==> config.mk <==
export PLATFORM = sky130hd
export DESIGN_NAME = rf_write_queue_flat
export DESIGN_NICKNAME = d
export VERILOG_FILES = /design/src/rtl/rf_write_queue_if.sv /design/src/rtl/rf_write_queue.sv /design/src/flat_wrapper.sv
export SDC_FILE = /design/constraint.sdc
export NUM_CORES = 1
export LEC_CHECK = 0
export BUFFER_PORTS_ARGS = -buffer_cell sky130_fd_sc_hd__buf_2
export CORE_ASPECT_RATIO = 1.2
export CORE_MARGIN = 5
export CORE_UTILIZATION = 52
export CTS_CLUSTER_DIAMETER = 80
export DETAILED_ROUTE_END_ITERATION = 8
export PLACE_DENSITY = 0.78
export SLEW_MARGIN = 20
export SYNTH_ARGS = -nofsm -noshare
export SYNTH_HDL_FRONTEND = slang
export SYNTH_SLANG_ARGS = --single-unit
==> constraint.sdc <==
create_clock -name clk -period 4.1 [get_ports clk]
set_clock_uncertainty 0.05 [all_clocks]
set_input_delay 0 -clock clk [delete_from_list [all_inputs] [get_ports clk]]
set_output_delay 0 -clock clk [all_outputs]
set_load 0.005 [all_outputs]
==> src/rtl/rf_write_queue_if.sv <==
// rf_write_queue_if: writeback-to-queue request, RF write port and bypass lookup bundle
interface rf_write_queue_if #(
  parameter int DEPTH = 4,
  parameter int DW    = 16,
  parameter int AW    = 4
);
  localparam int CW = $clog2(DEPTH) + 1;
  logic          Flush, InValid, InReady, DrainEn, WriteReg, Empty, LkHit1, LkHit2;
  logic [AW-1:0] InReg, DstReg, LkReg1, LkReg2;
  logic [DW-1:0] InData, DstData, LkData1, LkData2;
  logic [CW-1:0] Count;
  modport master (
    output Flush, InValid, InReg, InData, DrainEn, LkReg1, LkReg2,
    input  InReady, WriteReg, DstReg, DstData, Empty, Count, LkHit1, LkData1, LkHit2, LkData2
  );
  modport slave (
    input  Flush, InValid, InReg, InData, DrainEn, LkReg1, LkReg2,
    output InReady, WriteReg, DstReg, DstData, Empty, Count, LkHit1, LkData1, LkHit2, LkData2
  );
endinterface

==> src/rtl/rf_write_queue.sv <==
// rf_write_queue: in-order register write buffer draining onto the RF write port; RFWQ_BYPASS_EN enables pending-value lookups
module rf_write_queue #(
  parameter int DEPTH = 4,
  parameter int DW    = 16,
  parameter int AW    = 4
) (
  input logic             clk,
  input logic             rst,
  rf_write_queue_if.slave bus
);
  localparam int PW = $clog2(DEPTH);
  localparam int CW = PW + 1;
  logic [PW-1:0] r_head, r_tail;
  logic [CW-1:0] r_count;
  logic [AW-1:0] r_reg  [DEPTH];
  logic [DW-1:0] r_data [DEPTH];
  logic          w_full, w_empty, w_push, w_pop;
  assign w_full  = r_count == CW'(DEPTH);
  assign w_empty = r_count == '0;
  // writes to register 0 complete the handshake but are dropped
  assign w_push  = bus.InValid & ~w_full & ~bus.Flush & (bus.InReg != '0);
  assign w_pop   = bus.DrainEn & ~w_empty & ~bus.Flush;
  assign bus.InReady  = ~w_full;
  assign bus.Empty    = w_empty;
  assign bus.Count    = r_count;
  assign bus.WriteReg = w_pop;
  assign bus.DstReg   = w_empty ? '0 : r_reg[r_head];
  assign bus.DstData  = w_empty ? '0 : r_data[r_head];
  // pointers and occupancy; flush returns to the reset state
  always_ff @(posedge clk or posedge rst)
    if (rst) begin
      r_head  <= '0;
      r_tail  <= '0;
      r_count <= '0;
    end else if (bus.Flush) begin
      r_head  <= '0;
      r_tail  <= '0;
      r_count <= '0;
    end else begin
      r_head  <= r_head + PW'(w_pop);
      r_tail  <= r_tail + PW'(w_push);
      r_count <= r_count + CW'(w_push) - CW'(w_pop);
    end
  // entry storage needs no reset: entries outside head..tail are never observed
  always_ff @(posedge clk)
    if (w_push) begin
      r_reg[r_tail]  <= bus.InReg;
      r_data[r_tail] <= bus.InData;
    end
`ifdef RFWQ_BYPASS_EN
  // walk oldest to youngest so the youngest match is the one left standing
  function automatic logic [DW:0] f_lookup(input logic [AW-1:0] a);
    logic [PW-1:0] p;
    f_lookup = '0;
    for (int i = 0; i < DEPTH; i++) begin
      p = r_head + PW'(i);
      if (CW'(i) < r_count && a != '0 && r_reg[p] == a) f_lookup = {1'b1, r_data[p]};
    end
  endfunction
  assign {bus.LkHit1, bus.LkData1} = f_lookup(bus.LkReg1);
  assign {bus.LkHit2, bus.LkData2} = f_lookup(bus.LkReg2);
`else
  assign bus.LkHit1  = 1'b0;
  assign bus.LkData1 = '0;
  assign bus.LkHit2  = 1'b0;
  assign bus.LkData2 = '0;
`endif
endmodule

==> src/flat_wrapper.sv <==
// flat-port wrapper written by rule: the top's interface ports become plain ports
module rf_write_queue_flat 
#(
  parameter int DEPTH = 4,
  parameter int DW    = 16,
  parameter int AW    = 4
)
  (clk, rst, bus_Flush, bus_InValid, bus_InReg, bus_InData, bus_DrainEn, bus_LkReg1, bus_LkReg2, bus_InReady, bus_WriteReg, bus_DstReg, bus_DstData, bus_Empty, bus_Count, bus_LkHit1, bus_LkData1, bus_LkHit2, bus_LkData2);
  rf_write_queue_if #(.DEPTH(DEPTH), .DW(DW), .AW(AW)) bus_i ();
  input logic clk;
  input logic rst;
  input wire logic [$bits(bus_i.Flush)-1:0] bus_Flush;
  input wire logic [$bits(bus_i.InValid)-1:0] bus_InValid;
  input wire logic [$bits(bus_i.InReg)-1:0] bus_InReg;
  input wire logic [$bits(bus_i.InData)-1:0] bus_InData;
  input wire logic [$bits(bus_i.DrainEn)-1:0] bus_DrainEn;
  input wire logic [$bits(bus_i.LkReg1)-1:0] bus_LkReg1;
  input wire logic [$bits(bus_i.LkReg2)-1:0] bus_LkReg2;
  output wire logic [$bits(bus_i.InReady)-1:0] bus_InReady;
  output wire logic [$bits(bus_i.WriteReg)-1:0] bus_WriteReg;
  output wire logic [$bits(bus_i.DstReg)-1:0] bus_DstReg;
  output wire logic [$bits(bus_i.DstData)-1:0] bus_DstData;
  output wire logic [$bits(bus_i.Empty)-1:0] bus_Empty;
  output wire logic [$bits(bus_i.Count)-1:0] bus_Count;
  output wire logic [$bits(bus_i.LkHit1)-1:0] bus_LkHit1;
  output wire logic [$bits(bus_i.LkData1)-1:0] bus_LkData1;
  output wire logic [$bits(bus_i.LkHit2)-1:0] bus_LkHit2;
  output wire logic [$bits(bus_i.LkData2)-1:0] bus_LkData2;
  assign bus_i.Flush = bus_Flush;
  assign bus_i.InValid = bus_InValid;
  assign bus_i.InReg = bus_InReg;
  assign bus_i.InData = bus_InData;
  assign bus_i.DrainEn = bus_DrainEn;
  assign bus_i.LkReg1 = bus_LkReg1;
  assign bus_i.LkReg2 = bus_LkReg2;
  assign bus_InReady = bus_i.InReady;
  assign bus_WriteReg = bus_i.WriteReg;
  assign bus_DstReg = bus_i.DstReg;
  assign bus_DstData = bus_i.DstData;
  assign bus_Empty = bus_i.Empty;
  assign bus_Count = bus_i.Count;
  assign bus_LkHit1 = bus_i.LkHit1;
  assign bus_LkData1 = bus_i.LkData1;
  assign bus_LkHit2 = bus_i.LkHit2;
  assign bus_LkData2 = bus_i.LkData2;
  rf_write_queue #(.DEPTH(DEPTH), .DW(DW), .AW(AW)) u_core (.clk(clk), .rst(rst), .bus(bus_i));
endmodule
-- Yosys cells after proc, flatten, opt, wreduce, memory -nomap -nowiden
Memory sizes are Yosys's and may differ from the RTL's.
Index checks and enable logic that the tools add are counted.
- add/sub/neg operators: 4
- bitwise gates (word level): 8
- eq/ne operators: 1
- multiplexer cells: 7
- reduce and logical (&&, ||, !) cells: 2
- operators by type and width (kind ; number):
    16-bit two-way mux ; 1
    1-bit AND ; 5
    2-bit by 1-bit adder with 2-bit output ; 2
    2-bit two-way mux ; 2
    4-bit two-way mux ; 1
    4-bit nonzero test ; 1
    3-bit by 1-bit adder with 3-bit output ; 1
    3-bit == test (second input constant) ; 1
    3-bit zero test ; 1
    3-bit two-way mux ; 1
    1-bit NOT ; 3
    3-bit by 1-bit subtractor with 3-bit output ; 1
    1-bit two-way mux ; 2
- register bits after elaboration: 7
- bits in writable memories: 80
- memories: 2
- word-level logic and storage cells: 27
- bits of input ports: 33
- memories (name ; words ; bits a word ; read ports ; clocked after memory_dff ; wr ports ; RTL line ; source):
    u_core.r_data ; 4 ; 16 ; 1 ; 0 ; 1 ; rf_write_queue.sv:16 ; logic [DW-1:0] r_data [DEPTH];
    u_core.r_reg ; 4 ; 4 ; 1 ; 0 ; 1 ; rf_write_queue.sv:15 ; logic [AW-1:0] r_reg [DEPTH];

-- Logic depth before layout (Yosys ltp)
- depth in word-level cells: 8
- gate-level depth with buffers: 10
- gate-level depth less buffers: 9

-- Least setup slack after synthesis
Ideal clock, no wire load.
- path kind: flip-flop to flip-flop
- start point: reg u_core.r_count[1] (netlist: u_core.bus.Count[1])
- end point: mem u_core.r_data[0][0] (enable)
- cell stages (with the launch flop): 4
- path slack: 1.214 ns
- arrival time: 2.414 ns
- path through: dfrtp_1 nor2_1 a2111o_1 nor3_1
- cells in the longest elaborated chain, start to end: 7
- ends and longest elaborated chain (item ; RTL line ; source):
    start, declared ; rf_write_queue.sv:14 ; logic [CW-1:0] r_count;
    start signal, assigned ; rf_write_queue.sv:42 ; r_count <= r_count + CW'(w_push) - CW'(w_pop);
    3-bit == test ; rf_write_queue.sv:18 ; assign w_full = r_count == CW'(DEPTH);
    1-bit NOT ; rf_write_queue.sv:21 ; assign w_push = bus.InValid & ~w_full & ~bus.Flush & (bus.InReg != '0);
    1-bit AND (3 in a row) ; rf_write_queue.sv:21 ;
    1-bit two-way mux ; rf_write_queue.sv:46 ; if (w_push) begin
    1-bit two-way mux (not written as such) ; rf_write_queue.sv:48 ; r_data[r_tail] <= bus.InData;
    end, declared ; rf_write_queue.sv:16 ;
No other way between the ends.

-- Worst setup path after layout
- start point: reg u_core.r_count[1] (netlist: u_core.bus.Count[1])
- end point: mem u_core.r_data[2][15] (enable)
Same word-level chain as after synthesis.

==> results.md <==
- Crit Path Class: reg -> reg
- Routed length per instance: 16.6 um
- Largest net degree at the start of global routing: 22
- Die W: 86.9 um
- Pwr dens: 470 mW/mm^2
- Most used DFF post-synth: edfxtp_1
- Worst path max stage delay: 930 ps
- Critical path's top delay family: simple AND/OR/NAND/NOR gates
- # IOs: 93
- Die area: 0.00889 mm^2
- Cell count along the critical path: 3
- Crit. Startpoint: u_core.bus.Count[1]
- Placed cell area: 0.00395 mm^2
- First-pass GRT wire length: 9.83 mm
- Max-cap violations: 0
- # diodes: 0
- Total wire length: 6.26 mm
- Fraction of registers with async set/reset: 8.05%
- R2r worst-path depth: 3
- Min Tclk post-route: 2470 ps
- Max-Slew Margin vs Limit: 28.5%
- Insertion delay to the later sink of the worst-skew pair: 340 ps
- Worst min-delay path class: in -> async
- Num rows: 33
- GR Overflow Total: 0
- CP Launch Type: register
- Final period util: 60.3%
- Slew Viols, Final: 0
- Status: completed
- Antenna violation net count after detailed routing: 0
- Total number of yosys warnings: 0
- Root Buffer: clkbuf_8
- Slew @ Worst Pin: 1070 ps
- CTS Buf Count: 9
- Core footprint: 0.00690 mm^2
- Starting Density: 53.5%
- Worst-path cell chain: nor2_1 -> a2111o_1 -> nor3b_4
- Worst path arrival time: 2370 ps
- Final Hold Viols: 0
- Setup TNS: 0 ps
- Crit end category: register
- CTS HTree Levels: 3
- Port Buf Inserts: 50
- Clk sink count: 87
- WP data required: 4000 ps
- Syn Std Cell Area: 0.00369 mm^2
- EDFF count, synth: 80
- Longest Clk Path Bufs: 2
- Vias in the first global route: 1,899
- Final Wtd Congestion: 0.795
- Via density per instance: 4.97
- CTS tree: yes
- FMAX: 0.405 GHz
- Vias: 1,874
- Post-CTS setup buffers: 0
- Count of final setup violators: 0
- Worst IR Drop VDD: 316 uV
- Layout cell share with drive strength beyond 1: 32.8%
- Post-Synthesis Cells: 206
- All-Layer GR Usage: 15.3%
- Crit path max fanout: 20
- Die Y: 102 um
- Detail Placement HPWL: 4.04 mm
- Drt pass-1 iters: 4
- Flops & latches, synth: 87
- # DRC: 0
- Buf/Inv on CP: 0
- Avg Cell Area, Syn: 17.9 um^2
- CTS clk-pin slew, worst paths: 90 ps
- Max reg flops: 64
- Initial antenna violation count: 0
- Layout Nets: 323
- Design area: 0.00435 mm^2
- Netlist cell types: 23
- P_leak: 0.00164 uW
- Area delta synth->final: 17.9%
- Iter 0 DRT Violations: 97
- Register area share after synthesis: 69.8%
- CP max-delay cell: nor3b_4
- R2r startpoint: u_core.bus.Count[1]
- RSZ-0062 raised after global routing: false
through the flow:
step / instances / total power (uW) / utilization, % / hold slack (ps) / worst slack (ps)
3_3_place_gp: 340 / 1490 / 57.2 / -100 / 1580
2_1_floorplan: 239 / 1340 / - / -247 / 1210
3_5_place_dp: 340 / 1500 / 57.2 / -99.5 / 1610
6_report: 377 / 2050 / 63.1 / 84.5 / 1630
4_1_cts: 377 / 2080 / 63.1 / 86.8 / 1580
5_1_grt: 377 / 2160 / 63.1 / 98.7 / 1450
cell usage in the layout (no fill, tap or decap), drive strengths merged, types with 2 or more instances in the layout:
cell	count
buf	55
clkbuf	10
clkinv	3
conb	34
dfrtp	7
dlygate4sd3	22
edfxtp	80
ha	3
inv	6
mux4	20
nand2	3
nor2	7
nor2b	23
nor3	3
nor3b	2
xnor2	2
timing repair:
| item | in CTS | in global routing |
|---|---|---|
| hold buffers | 22 | 0 |
| gates resized for setup | 0 | 0 |
| endpoints found under the hold margin | 94 | 0 |
synthesized netlist by cell type, types with 2 or more instances:
library cell | number | area (um^2)
buf_2 | 2 | 10.0
buf_4 | 36 | 270
clkbuf_1 | 3 | 11.3
dfrtp_1 | 7 | 175
edfxtp_1 | 80 | 2400
ha_1 | 3 | 37.5
inv_1 | 6 | 22.5
mux4_2 | 20 | 450
nand2_1 | 3 | 11.3
nor2_1 | 7 | 26.3
nor2b_1 | 23 | 144
nor3_1 | 3 | 15.0
nor3b_2 | 2 | 25.0
xnor2_1 | 2 | 17.5
cell type report:
cell class | count | area (um^2)
fill | 492 | 2540
sequential | 87 | 2580
clock buffer | 10 | 128
multi-input combinational | 105 | 950
clock inverter | 5 | 60.1
inverter | 6 | 22.5
tap | 87 | 109
timing repair buffer | 77 | 508
worst min-delay path: cells and delay by family:
family,cells,cell delay [ps]
buffers and inverters,3,880
power by group:
group / leakage (uW) / switching [uW] / internal, uW
logic: 0.000727 / 206 / 220
registers: 0.000820 / 44.2 / 1020
clock network: 0.0000923 / 280 / 279
total: 0.00164 / 530 / 1520
metal layers:
| metal | wire length [um] | GRT usage, % | vias to the layer above | part of all wire (%) |
|---|---|---|---|---|
| met2 | 3340 | 25.9 | 77 | 53 |
| met3 | 416 | 4.60 | 5 | 6.6 |
| met5 | 0 | 0 | - | 0 |
| met1 | 2430 | 18.2 | 935 | 39 |
| met4 | 73 | 6.12 | 0 | 1.2 |
| li1 | - | - | 857 | - |
cell families (layout without fill, tap and decap cells):
family / count (synthesis) / count (layout) / synth area share (%)
flops: 87 / 87 / 69.8
buf+inv: 47 / 98 / 8.51
simple gates: 42 / 42 / 6.68
mux: 20 / 20 / 12.2
fa+ha+maj: 4 / 4 / 1.56
xor+xnor: 3 / 3 / 0.712
compound gates: 2 / 2 / 0.440
other cells: 1 / 34 / 0.102
path summary, 6_finish.rpt:
path | slack [ps] | to
worst max-delay path | 1630 | u_core.r_data[2][15]
worst min-delay path | 80 | u_core.r_tail[1]
min in group clk | 160 | u_core.bus.Count[0]
worst max register to register | 1630 | u_core.r_data[2][15]
worst min register to register | 620 | u_core.bus.Count[2]
max in group asynchronous | 3680 | u_core.r_head[0]
(Power assumes the default switching activity.)
